**src/rtl/stack_op_scheduler.sv**
```systemverilog
// Front-end controller for the 4-entry display stack: conditions four raw buttons,
// arbitrates them and issues one validated push/pop/popmath/swap at a time.
module stack_op_scheduler #(
    parameter int unsigned DEPTH           = 4,
    parameter int unsigned CNT_W           = 3,
    parameter int unsigned DEBOUNCE_CYCLES = 16
) (
    input  logic             clk,
    input  logic             reset,
    input  logic             btn_push,
    input  logic             btn_pop,
    input  logic             btn_popmath,
    input  logic             btn_swap,
    output logic             op_push,
    output logic             op_pop,
    output logic             op_popmath,
    output logic             op_swap,
    output logic             load,
    output logic [CNT_W-1:0] count,
    output logic             overflow,
    output logic             underflow,
    output logic [DEPTH-1:0] enable,
    output logic             busy
);

    localparam int unsigned DB_W = $clog2(DEBOUNCE_CYCLES + 1);

    typedef enum logic [1:0] {S_IDLE, S_ISSUE, S_COMMIT, S_WAIT_REL} state_t;
    typedef enum logic [1:0] {OP_PUSH, OP_POP, OP_POPMATH, OP_SWAP} op_t;

    state_t           r_state, w_state_next;
    op_t              r_op, w_win;
    logic [3:0]       w_btn;
    logic [3:0]       r_sync1, r_sync2;
    logic [3:0]       r_db, r_db_q;
    logic [DB_W-1:0]  r_dbcnt [4];
    logic [3:0]       w_press;
    logic             w_valid;
    logic [CNT_W-1:0] r_count, w_cnt_next;
    logic [DEPTH-1:0] r_enable, w_en_next;
    logic             r_overflow, r_underflow;

    // Bit 0 is the highest-priority button (push), bit 3 the lowest (swap).
    assign w_btn = {btn_swap, btn_popmath, btn_pop, btn_push};

    always_ff @(posedge clk) begin
        if (reset) begin
            r_sync1 <= '0;
            r_sync2 <= '0;
            r_db    <= '0;
            r_db_q  <= '0;
            for (int unsigned i = 0; i < 4; i++) r_dbcnt[i] <= '0;
        end else begin
            r_sync1 <= w_btn;
            r_sync2 <= r_sync1;
            r_db_q  <= r_db;
            for (int unsigned i = 0; i < 4; i++) begin
                if (r_sync2[i] != r_db[i]) begin
                    if (r_dbcnt[i] == DB_W'(DEBOUNCE_CYCLES - 1)) begin
                        r_db[i]    <= r_sync2[i];
                        r_dbcnt[i] <= '0;
                    end else begin
                        r_dbcnt[i] <= r_dbcnt[i] + 1'b1;
                    end
                end else begin
                    r_dbcnt[i] <= '0;
                end
            end
        end
    end

    assign w_press = r_db & ~r_db_q;

    always_comb begin
        w_win = OP_SWAP;
        if (w_press[0])      w_win = OP_PUSH;
        else if (w_press[1]) w_win = OP_POP;
        else if (w_press[2]) w_win = OP_POPMATH;
    end

    always_comb begin
        w_valid = 1'b0;
        case (r_op)
            OP_PUSH:    w_valid = (r_count != CNT_W'(DEPTH));
            OP_POP:     w_valid = (r_count != '0);
            OP_POPMATH: w_valid = (r_count >= CNT_W'(2));
            OP_SWAP:    w_valid = (r_count >= CNT_W'(2));
            default:    w_valid = 1'b0;
        endcase
    end

    always_ff @(posedge clk) begin
        if (reset) r_state <= S_IDLE;
        else       r_state <= w_state_next;
    end

    always_comb begin
        w_state_next = r_state;
        op_push      = 1'b0;
        op_pop       = 1'b0;
        op_popmath   = 1'b0;
        op_swap      = 1'b0;
        load         = 1'b0;
        case (r_state)
            S_IDLE: begin
                if (|w_press) w_state_next = S_ISSUE;
            end
            S_ISSUE: begin
                if (w_valid) begin
                    op_push      = (r_op == OP_PUSH);
                    op_pop       = (r_op == OP_POP);
                    op_popmath   = (r_op == OP_POPMATH);
                    op_swap      = (r_op == OP_SWAP);
                    w_state_next = S_COMMIT;
                end else begin
                    w_state_next = S_WAIT_REL;
                end
            end
            S_COMMIT: begin
                load         = 1'b1;
                w_state_next = S_WAIT_REL;
            end
            S_WAIT_REL: begin
                if (r_db == '0) w_state_next = S_IDLE;
            end
            default: w_state_next = S_IDLE;
        endcase
    end

    always_comb begin
        w_cnt_next = r_count;
        if (r_state == S_COMMIT) begin
            case (r_op)
                OP_PUSH:    w_cnt_next = r_count + 1'b1;
                OP_POP:     w_cnt_next = r_count - 1'b1;
                OP_POPMATH: w_cnt_next = r_count - 1'b1;
                default:    w_cnt_next = r_count;
            endcase
        end
        for (int unsigned i = 0; i < DEPTH; i++) w_en_next[i] = (w_cnt_next > CNT_W'(i));
    end

    // Flags are kept mutually exclusive by clearing the other whenever one is set.
    always_ff @(posedge clk) begin
        if (reset) begin
            r_op        <= OP_PUSH;
            r_count     <= '0;
            r_enable    <= '0;
            r_overflow  <= 1'b0;
            r_underflow <= 1'b0;
        end else begin
            r_count  <= w_cnt_next;
            r_enable <= w_en_next;
            if (r_state == S_IDLE && (|w_press)) r_op <= w_win;
            if (r_state == S_ISSUE && !w_valid) begin
                r_overflow  <= (r_op == OP_PUSH);
                r_underflow <= (r_op != OP_PUSH);
            end
            if (r_state == S_COMMIT) begin
                r_overflow  <= 1'b0;
                r_underflow <= 1'b0;
            end
        end
    end

    assign count     = r_count;
    assign enable    = r_enable;
    assign overflow  = r_overflow;
    assign underflow = r_underflow;
    assign busy      = (r_state != S_IDLE);

endmodule

```
**config.mk**
```make
export PLATFORM = sky130hd
export DESIGN_NAME = stack_op_scheduler
export DESIGN_NICKNAME = d
export VERILOG_FILES = /design/src/rtl/stack_op_scheduler.sv
export SDC_FILE = /design/constraint.sdc
export NUM_CORES = 1
export LEC_CHECK = 0
export BUFFER_PORTS_ARGS = -buffer_cell sky130_fd_sc_hd__buf_2
export CORE_UTILIZATION = 50
export CTS_CLUSTER_DIAMETER = 120
export DETAILED_ROUTE_END_ITERATION = 8
export PLACE_DENSITY = 0.78
export SYNTH_ARGS = -nofsm -noshare
export SYNTH_HDL_FRONTEND = slang
export SYNTH_SLANG_ARGS = --single-unit
```
**constraint.sdc**
```tcl
create_clock -name clk -period 1.9 [get_ports clk]
set_input_delay 0.285 -clock clk [delete_from_list [all_inputs] [get_ports clk]]
set_output_delay 0.285 -clock clk [all_outputs]
set_load 0.02 [all_outputs]
```
# Yosys cells after proc, flatten, opt, wreduce, memory -nomap -nowiden
# Memories as Yosys holds them, arrays and structs flattened.
# Cells that the tools add are included.
[op_classes] reduce_logical=18 add_sub_neg=6 mux=77 n_lt_le_gt_ge=5 n_bitwise=14 n_eq_ne=17
[ops] op="5-bit two-way mux" n=12
[ops] op="1-bit two-way mux" n=57
[ops] op="5-bit by 1-bit adder with 5-bit output, second input constant" n=4
[ops] op="5-bit by 4-bit == test with 1-bit output, second input constant" n=4
[ops] op="1-bit bitwise OR" n=12
[ops] op="2-bit AND reduction" n=5
[ops] op="2-bit == test, second input constant" n=4
[ops] op="2-bit two-way mux" n=4
[ops] op="2-bit case mux with 4 select lines" n=1
[ops] op="3-bit by 1-bit greater-than comparator with 1-bit output, second input constant" n=2
[ops] op="3-bit by 2-bit greater-than comparator with 1-bit output, second input constant" n=2
[ops] op="3-bit case mux with 2 select lines" n=1
[ops] op="2-bit OR reduction" n=3
[ops] op="4-bit AND" n=1
[ops] op="2-bit by 1-bit == test with 1-bit output, second input constant" n=2
[ops] op="2-bit zero test" n=2
[ops] op="4-bit zero test" n=1
[ops] op="1-bit inequality test" n=4
[ops] op="2-bit inequality test, second input constant" n=2
[ops] op="4-bit NOT" n=1
[ops] op="2-bit nonzero test" n=2
[ops] op="4-bit OR reduction" n=1
[ops] op="3-bit by 1-bit adder with 3-bit output, second input constant" n=1
[ops] op="3-bit by 2-bit greater-or-equal comparator with 1-bit output, second input constant" n=1
[ops] op="7 further kinds" n=8
[word_totals] ramBits=20 n_memories=1 register_bits=29
[mem_list] memory="r_dbcnt" words=4 word_bits=5 rd=4 rd_clocked_by_memory_dff=0 write_ports=4 line_no="36" source="logic [DB_W-1:0] r_dbcnt [4];"

# Depth between registers and ports, before layout
# Gate-level depths: netlist (run 1).
# An unclocked memory read counts as a cell.
[logic_depth] ltp_word=9 ltp_mapped=8 ltp_nobuf=8

# Least setup slack after synthesis (run 1)
# No wires, ideal clock.
[synth_path] kind="reg-to-reg" from="register r_op[0]" to="register r_enable[0] (netlist: enable[0])" setup_ps=123 slack_ps=-86 arrival_time_ps=1863 required_ps=1777 stages_incl_launch_ff=9 path_buffers=0 period_less_slack_ps=1986 cell_sequence="dfxtp_1 > inv_1 > ha_1 > inv_1 > fa_1 > xor2_1 > xor2_1 > a311oi_1 > or2_2"
[synth_between] elab_chain_cells=5 elab_cells_between_ends=7 cone_classes="order compare (1); eq/ne (2); mux (2); reduce/logical (2)"
[synth_lines] element="from (decl)" line_no="32" source="op_t r_op, w_win;"
[synth_lines] element="from (signal assigned)" line_no="154" source="if (r_state == S_IDLE && (|w_press)) r_op <= w_win;"
[synth_lines] element="2-bit by 1-bit == test with 1-bit output or 2-bit == test (tied branches)" line_no="133" source="case (r_op)"
[synth_lines] element="2-bit OR reduction (no line)"
[synth_lines] element="3-bit case mux with 2 select lines (*)" line_no="133"
[synth_lines] element="3-bit two-way mux (*)" line_no="132" source="if (r_state == S_COMMIT) begin"
[synth_lines] element="3-bit by 1-bit greater-than comparator with 1-bit output (*)" line_no="140" source="for (int unsigned i = 0; i < DEPTH; i++) w_en_next[i] = (w_cnt_next > CNT_W'(i));"
[synth_lines] element="to (signal assigned)" line_no="153" source="r_enable <= w_en_next;"
[synth_lines] element="to (decl)" line_no="40" source="logic [DEPTH-1:0] r_enable, w_en_next;"
# Mark *: on every way between the ends. The rest lies on a longest branch, timed or not.
# A chain may end at the register's enable or synchronous reset.

# Worst setup path after layout (run 1)
[layout_path] from="register r_op[0]" to="output port op_push"
[layout_between] elab_chain_cells=5 elab_cells_between_ends=8 cone_classes="eq/ne (3); mux (3); reduce/logical (2)"
[layout_lines] element="2-bit == test" line_no="83" source="case (r_op)"
[layout_lines] element="2-bit OR reduction (no line)"
[layout_lines] element="1-bit case mux with 3 select lines" line_no="83"
[layout_lines] element="1-bit two-way mux (*)" line_no="109" source="if (w_valid) begin"
[layout_lines] element="1-bit two-way mux (*)" line_no="104" source="case (r_state)"
[layout_lines] element="to (decl)" line_no="14" source="output logic op_push,"
# Marks and branches as above.

==> flow_metrics.env, run 1 <==
export IMPL_globalRoute_busiestLayer="met2"
export IMPL_gp_congestion=0.7245
export IMPL_first_global_vias=1512
export IMPL_critPathMaxStageDelay_ps=350
export IMPL_syn_cell_area_um2=2255
export IMPL_vias=1545
export IMPL_ys_types=39
export IMPL_peakVddDrop_mv=0.5861
export IMPL_crit_fanout=4
export IMPL_grt_overflow=0
export IMPL_dp_cells=302
export IMPL_die_w_um=69.15
export IMPL_cts_tree="built"
export IMPL_dr_first_iter_drc_count=51
export IMPL_numCtsBuffers=5
export IMPL_status="finished with violations"
export IMPL_grt_pass1_wl_mm=6.465
export IMPL_clock_skew_ps=11.95
export IMPL_io_buffer_count=20
export IMPL_fin_crit_ps=1942
export IMPL_synth_adder_area_share_pct=9.767
export IMPL_synth_xor_area_share_pct=6.160
export IMPL_use_met1_pct=18.77
export IMPL_crit_path_start_kind="flip-flop"
export IMPL_synth_compound_area_share_pct=7.492
export IMPL_rsz0062_at_grt="yes"
export IMPL_fmax_mhz=514.9
export IMPL_end_kind="output port"
export IMPL_relSlewSlack_pct=60.99
export IMPL_muxShareOfSynthArea_pct=2.664
export IMPL_clockBufferDepth=2
export IMPL_crit_chain="inv_2 > ha_4 > xor2_4 > o311a_4 > and2_4 > buf_6"
export IMPL_synth_edf_count=20
export IMPL_die_h_um=69.15
export IMPL_async_flop_share_pct=0
export IMPL_drive_gt1_share_pct=26.72
export IMPL_num_rows=24
export IMPL_finalSetupViolations=5
export IMPL_syn_area_per_cell_um2=10.94
export IMPL_violations="setup timing"
export IMPL_hpwl_mm=2.597
export IMPL_criticalPathCategory="flip-flop to output port"
export IMPL_wl_per_cell_um=11.90
export IMPL_synthToLayoutAreaGrowth_pct=27.08
export IMPL_final_util_pct=65.80
export IMPL_dr_pass1_iters=4
export IMPL_synth_top_family_by_area="simple AND/OR/NAND/NOR gates"
export IMPL_min_path_type="primary input to flip-flop"
export IMPL_fin_crit_sh_pct=102.2
export IMPL_pin_count=21
export IMPL_grt_total_usage_pct=17.55
export IMPL_met2_usage_pct=32.69
export IMPL_synth_ff_type="dfxtp_1"
export IMPL_yosysSeqAreaShare_pct=52.39
export IMPL_clock_sinks=49
export IMPL_die_area_um2=4782
export IMPL_clk_pin_slew_ps=100
export IMPL_cp_required_ps=1620
export IMPL_tightestPinTransition_ps=585.2
export IMPL_grt_max_degree=30
export IMPL_drv_cap=0
export IMPL_n_antenna_cell=0
export IMPL_root_buffer="clkbuf_8"
export IMPL_cp_slowest_cell="dfxtp_2"
export IMPL_core_um2=4354
export IMPL_power_leakage_uw=0.001207
export IMPL_drt_wl_total_mm=3.736
export IMPL_synth_simple_area_share_pct=18.04
export IMPL_drc_errors=0
export IMPL_hold_viol_final=0
export IMPL_clk_latency_ps=300
export IMPL_setup_ws_ps=-42.18
export IMPL_ys_warn_count=0
export IMPL_final_max_slew_viol_count=0
export IMPL_start_util_pct=51.78
export IMPL_nNetsFinal=284
export IMPL_critical_path_arrival_ps=1660
export IMPL_via_per_inst=4.920
export IMPL_drtAntennaViolNets=0
export IMPL_pwr_density_cell_nw_per_um2=775.5
export IMPL_synth_cells=206
export IMPL_stdcell_count=314
export IMPL_antenna_found_initial=0
export IMPL_ctsHtreeMaxLevel=2
export IMPL_grt_met3_usage_pct=4.971
export IMPL_ys_ff_latch=49
## area by class of cell
cell class                      count  area [um^2]
Clock inverter                      3        65.06
Tap cell                           52        65.06
Fill cell                         348         1489
Clock buffer                        5        68.82
Multi-Input combinational cell    156         1202
Timing Repair Buffer               32        215.2
Inverter                           17        63.81
Sequential cell                    49         1185
## cells in the final DEF, fill, tap and decap left out, types with 2 or more instances in the layout
master / instances
and3_1: 4
conb_1: 20
and2_4: 4
ha_4: 3
dfxtp_1: 26
inv_2: 3
and2b_1: 4
buf_2: 16
o21ai_0: 3
or3_4: 2
dfxtp_2: 3
edfxtp_1: 20
ha_1: 11
xor2_1: 5
nand3_1: 4
nor2b_1: 14
mux2i_1: 6
nor2_1: 26
buf_6: 4
inv_1: 14
or3_1: 3
a21oi_1: 6
clkbuf_8: 5
bufinv_16: 2
xnor2_1: 8
nand2_1: 6
nor3_1: 2
buf_4: 12
ha_2: 2
## worst paths after layout
| path | from | endpoint | slack (ps) | depth (start not counted) |
|---|---|---|---|---|
| worst max-delay path | r_op[0]$_SDFFE_PP0P_ | op_push | -40 | 6 |
| worst min-delay path | btn_popmath | r_sync1[2]$_SDFF_PP0_ | 190 | 2 |
| worst max register to register | r_op[0]$_SDFFE_PP0P_ | enable[0]$_SDFF_PP0_ | -20 | 8 |
| worst min register to register | r_sync1[0]$_SDFF_PP0_ | r_sync2[0]$_SDFF_PP0_ | 440 | 1 |
## sequential cells by signal, indices dropped and copies added, names as in the netlist
name and flops:
r_sync2 4, r_dbcnt 20, r_state 2, r_op 2, count 3, enable 4
overflow 1, r_db_q 4, r_sync1 4, r_db 4, underflow 1
## stage by stage
step                      setup WS [ps]  cell area (um^2)  hold slack, ps  setup TNS (ps)  total power [uW]
final                            -42.18              2865           190.4          -169.9              2222
after global routing             -97.21              2865           182.9          -524.2              2323
after CTS                        -99.00              2795           178.0          -414.8              2239
after detailed placement         -75.46              2555           425.1          -142.5              1354
after global placement           -14.69              2555           418.5          -14.69              1346
after floorplan                   8.024              2341           413.2               0              1309
## metal layers
metal	part of all wire [%]	vias up
met3	2.9	8
met2	53	28
met4	1.7	0
met5	0	-
li1	-	781
met1	42	728
## power by group
part           leakage, uW  internal, uW  total (uW)  switching (uW)
clock network    0.0000681           523         865             342
logic             0.000695          96.0         206             110
registers         0.000443          1130        1150            23.2
total              0.00121          1750        2220             476
## cell families (layout without fill, tap and decap cells)
group                    count (synthesis)  in the layout
AO/OA/AOI/OAI                           21             21
XOR/XNOR                                15             15
adder cells (fa/ha/maj)                 17             17
buffers and inverters                   20             57
flip-flops                              49             49
multiplexers                             6              6
other                                    1             20
AND/OR/NAND/NOR                         77             77
## cell usage after synthesis, types with 2 or more instances
cell / n / area (um^2)
dfxtp_1: 29 / 580.6
nor2_1: 26 / 97.59
edfxtp_1: 20 / 600.6
inv_1: 17 / 63.81
ha_1: 16 / 200.2
nor2b_1: 14 / 87.58
xnor2_1: 8 / 70.07
a21oi_1: 7 / 35.03
mux2i_1: 6 / 60.06
nand2_1: 6 / 22.52
xor2_1: 6 / 52.55
and2_1: 5 / 31.28
or3_1: 5 / 31.28
and2b_1: 4 / 30.03
and3_1: 4 / 25.02
nand3_1: 4 / 20.02
o21ai_0: 4 / 20.02
clkbuf_1: 3 / 11.26
nor3_1: 2 / 10.01
## worst max-delay path: cells and delay by family (launching register included)
| kind | cells | cell delay (ps) |
|---|---|---|
| DFF | 1 | 350 |
| AOI/OAI and AO/OA | 1 | 330 |
| and+or+nand+nor | 1 | 150 |
| buffers and inverters | 2 | 170 |
| xor gates and xnor gates | 1 | 180 |
| adders and majority gates | 1 | 170 |
## timing repair
| item | CTS | global route |
|---|---|---|
| setup endpoints to repair | 7 | 11 |
| endpoints found under the hold margin | 0 | 0 |
| resized for setup | 20 | 14 |
| pin swaps | 8 | 5 |
| hold buffers | 0 | 0 |
| setup buffers | 3 | 1 |
No activity file was read; power rests on OpenSTA's default activity.
==> inputs of run 2 (changes only) <==
==> constraint.sdc (replaced) <==
create_clock -name clk -period 1.9 [get_ports clk]
set_input_delay 0.285 -clock clk [delete_from_list [all_inputs] [get_ports clk]]
set_output_delay 0.285 -clock clk [all_outputs]
set_load 0.01 [all_outputs]
==> flow_metrics.env, run 2 (same netlist as run 1, synthesis figures left out) <==
export IMPL_clockBufferDepth=2
export IMPL_r2r_worst_path_cells=8
export IMPL_crit_path_start_kind="flip-flop"
export IMPL_start_util_pct=51.78
export IMPL_clock_skew_ps=4.754
export IMPL_fin_crit_ps=1904
export IMPL_clock_sinks=49
export IMPL_switching_share_pct=21.47
export IMPL_die_area_um2=4782
export IMPL_grt_total_usage_pct=16.38
export IMPL_via_per_inst=4.715
export IMPL_end_kind="output port"
export IMPL_finalSetupViolations=2
export IMPL_cp_required_ps=1620
export IMPL_wl_per_cell_um=10.99
export IMPL_rsz0062_at_grt="yes"
export IMPL_combPwrFrac_pct=8.7
export IMPL_hold_buffers=0
export IMPL_critical_path_arrival_ps=1620
export IMPL_crit_chain="inv_2 > ha_4 > xor2_4 > o311a_4 > and2_1 > buf_2"
export IMPL_io_buffer_count=20
export IMPL_crit_fanout=4
export IMPL_core_um2=4354
export IMPL_grt_max_degree=30
export IMPL_synthToLayoutAreaGrowth_pct=22.03
export IMPL_hold_viol_final=0
export IMPL_fin_crit_sh_pct=100.2
export IMPL_nNetsFinal=282
export IMPL_top_register="r_dbcnt"
export IMPL_drv_cap=0
export IMPL_clockPowerShare_pct=34.7
export IMPL_root_buffer="clkbuf_8"
export IMPL_p_seq_share_pct=56.6
export IMPL_grt_pass1_wl_mm=6.154
export IMPL_criticalPathCategory="flip-flop to output port"
export IMPL_drt_wl_total_mm=3.430
export IMPL_pin_count=21
export IMPL_fmax_mhz=525.2
export IMPL_cp_num_cells=6
export IMPL_ctsHtreeMaxLevel=2
export IMPL_largest_reg_flops=20
export IMPL_drtAntennaViolNets=0
export IMPL_antenna_found_initial=0
export IMPL_pwr_density_cell_nw_per_um2=740.2
export IMPL_num_fill_cells=343
export IMPL_final_common_cell="dfxtp_1"
export IMPL_gp_congestion=0.7248
export IMPL_relSlewSlack_pct=64.17
export IMPL_critPathMaxStageDelay_ps=340
export IMPL_final_max_slew_viol_count=0
export IMPL_pre_cts_slack_ps=-72.74
export IMPL_power_internal_uw=1599
export IMPL_cts_tree="built"
export IMPL_die_h_um=69.15
export IMPL_drc_errors=0
export IMPL_tightestPinTransition_ps=537.5
export IMPL_cp_slowest_cell="dfxtp_2"
export IMPL_clk_latency_ps=290
export IMPL_critPathBufInv=2
export IMPL_num_rows=24
export IMPL_n_antenna_cell=0
export IMPL_vias=1471
export IMPL_dr_first_iter_drc_count=21
export IMPL_hpwl_mm=2.475
export IMPL_layout_common_cells="dfxtp_1 (27), nor2_1 (26), edfxtp_1 (20), conb_1 (20), buf_2 (18)"
export IMPL_die_w_um=69.15
export IMPL_min_path_type="primary input to flip-flop"
export IMPL_critPathTopFamily="flip-flops"
export IMPL_switchingPower_uw=437.3
export IMPL_holdWs_ps=193.4
export IMPL_power_leakage_uw=0.001189
export IMPL_grt_overflow=0
export IMPL_setup_ws_ps=-4.176
export IMPL_clk_pin_slew_ps=80
export IMPL_multi_input_area_um2=1145
export IMPL_hold_depth=2
export IMPL_drive_gt1_share_pct=22.69
export IMPL_ff2ff_setup_slack_ps=20
export IMPL_first_global_vias=1486
export IMPL_regArea_um2=1184
export IMPL_numCtsBuffers=5
export IMPL_dr_pass1_iters=2
export IMPL_violations="setup timing"
export IMPL_peakVddDrop_mv=0.4060
export IMPL_status="finished with violations"
[run 2: changes by cell type in the layout (fill, tap and decap cells not counted), moves of 2 or more]
cell / delta
or3_1: +2
buf_4: -2
or3_4: -2
buf_6: -2
ha_1: +2
ha_4: -2
buf_2: +2
[run 2: worst paths after layout]
kind,from,to
worst max-delay path,r_op[1]$_SDFFE_PP0P_,op_push
worst min-delay path,btn_push,r_sync1[0]$_SDFF_PP0_
worst max register to register,r_op[0]$_SDFFE_PP0P_,enable[2]$_SDFF_PP0_
worst min register to register,r_sync1[0]$_SDFF_PP0_,r_sync2[0]$_SDFF_PP0_
[run 2: per-stage QoR]
stage	TNS, ps	power, uW	cells	instance area, um^2	util, %
6_report	-7.602	2037	312	2751	63.19
2_1_floorplan	0	1299	225	2341	-
5_1_grt	-352.7	2134	312	2751	63.19
3_3_place_gp	-14.63	1336	302	2555	58.68
3_5_place_dp	-118.6	1344	302	2555	58.68
4_1_cts	-306.0	2060	312	2720	62.47
[run 2: cell type report]
| cell class | count | area share, % |
|---|---|---|
| clock buffer | 6 | 2.638 |
| clock inverter | 2 | 1.228 |
| timing repair buffer | 30 | 6.821 |
| sequential | 49 | 43.02 |
| inverter | 17 | 2.319 |
| tap | 52 | 2.365 |
| multi-input combinational | 156 | 41.61 |
[run 2: metal layers]
| layer | wire, um | up-vias | global-route usage [%] |
|---|---|---|---|
| met1 | 1523 | 667 | 17.61 |
| met3 | 95 | 5 | 4.386 |
| met2 | 1773 | 21 | 30.31 |
| met4 | 37 | 0 | 6.122 |
| li1 | - | 778 | - |
| met5 | 0 | - | 0 |
[run 2: what timing repair did]
| item | 4_1_cts | 5_1_grt |
|---|---|---|
| pin swaps | 8 | 4 |
| gates resized for setup | 7 | 9 |
| setup buffers | 2 | 0 |
| setup endpoints to repair | 6 | 8 |
[run 2: worst register-to-register path: stages, from the launching register on]
cell and delay, ps:
dfxtp_2 340, inv_2 50, ha_4 260, inv_2 30, fa_2 340, xor2_2 160, or3_1 390, a21oi_2 170
a21o_1 90
[run 2: power by group through the flow]
stage               clock, uW  sequential [uW]  combinational [uW]
floorplan                   0             1170                 127
global placement            0             1170                 163
detailed placement          0             1180                 168
CTS                       733             1150                 174
global route              773             1160                 204
finish                    707             1150                 177
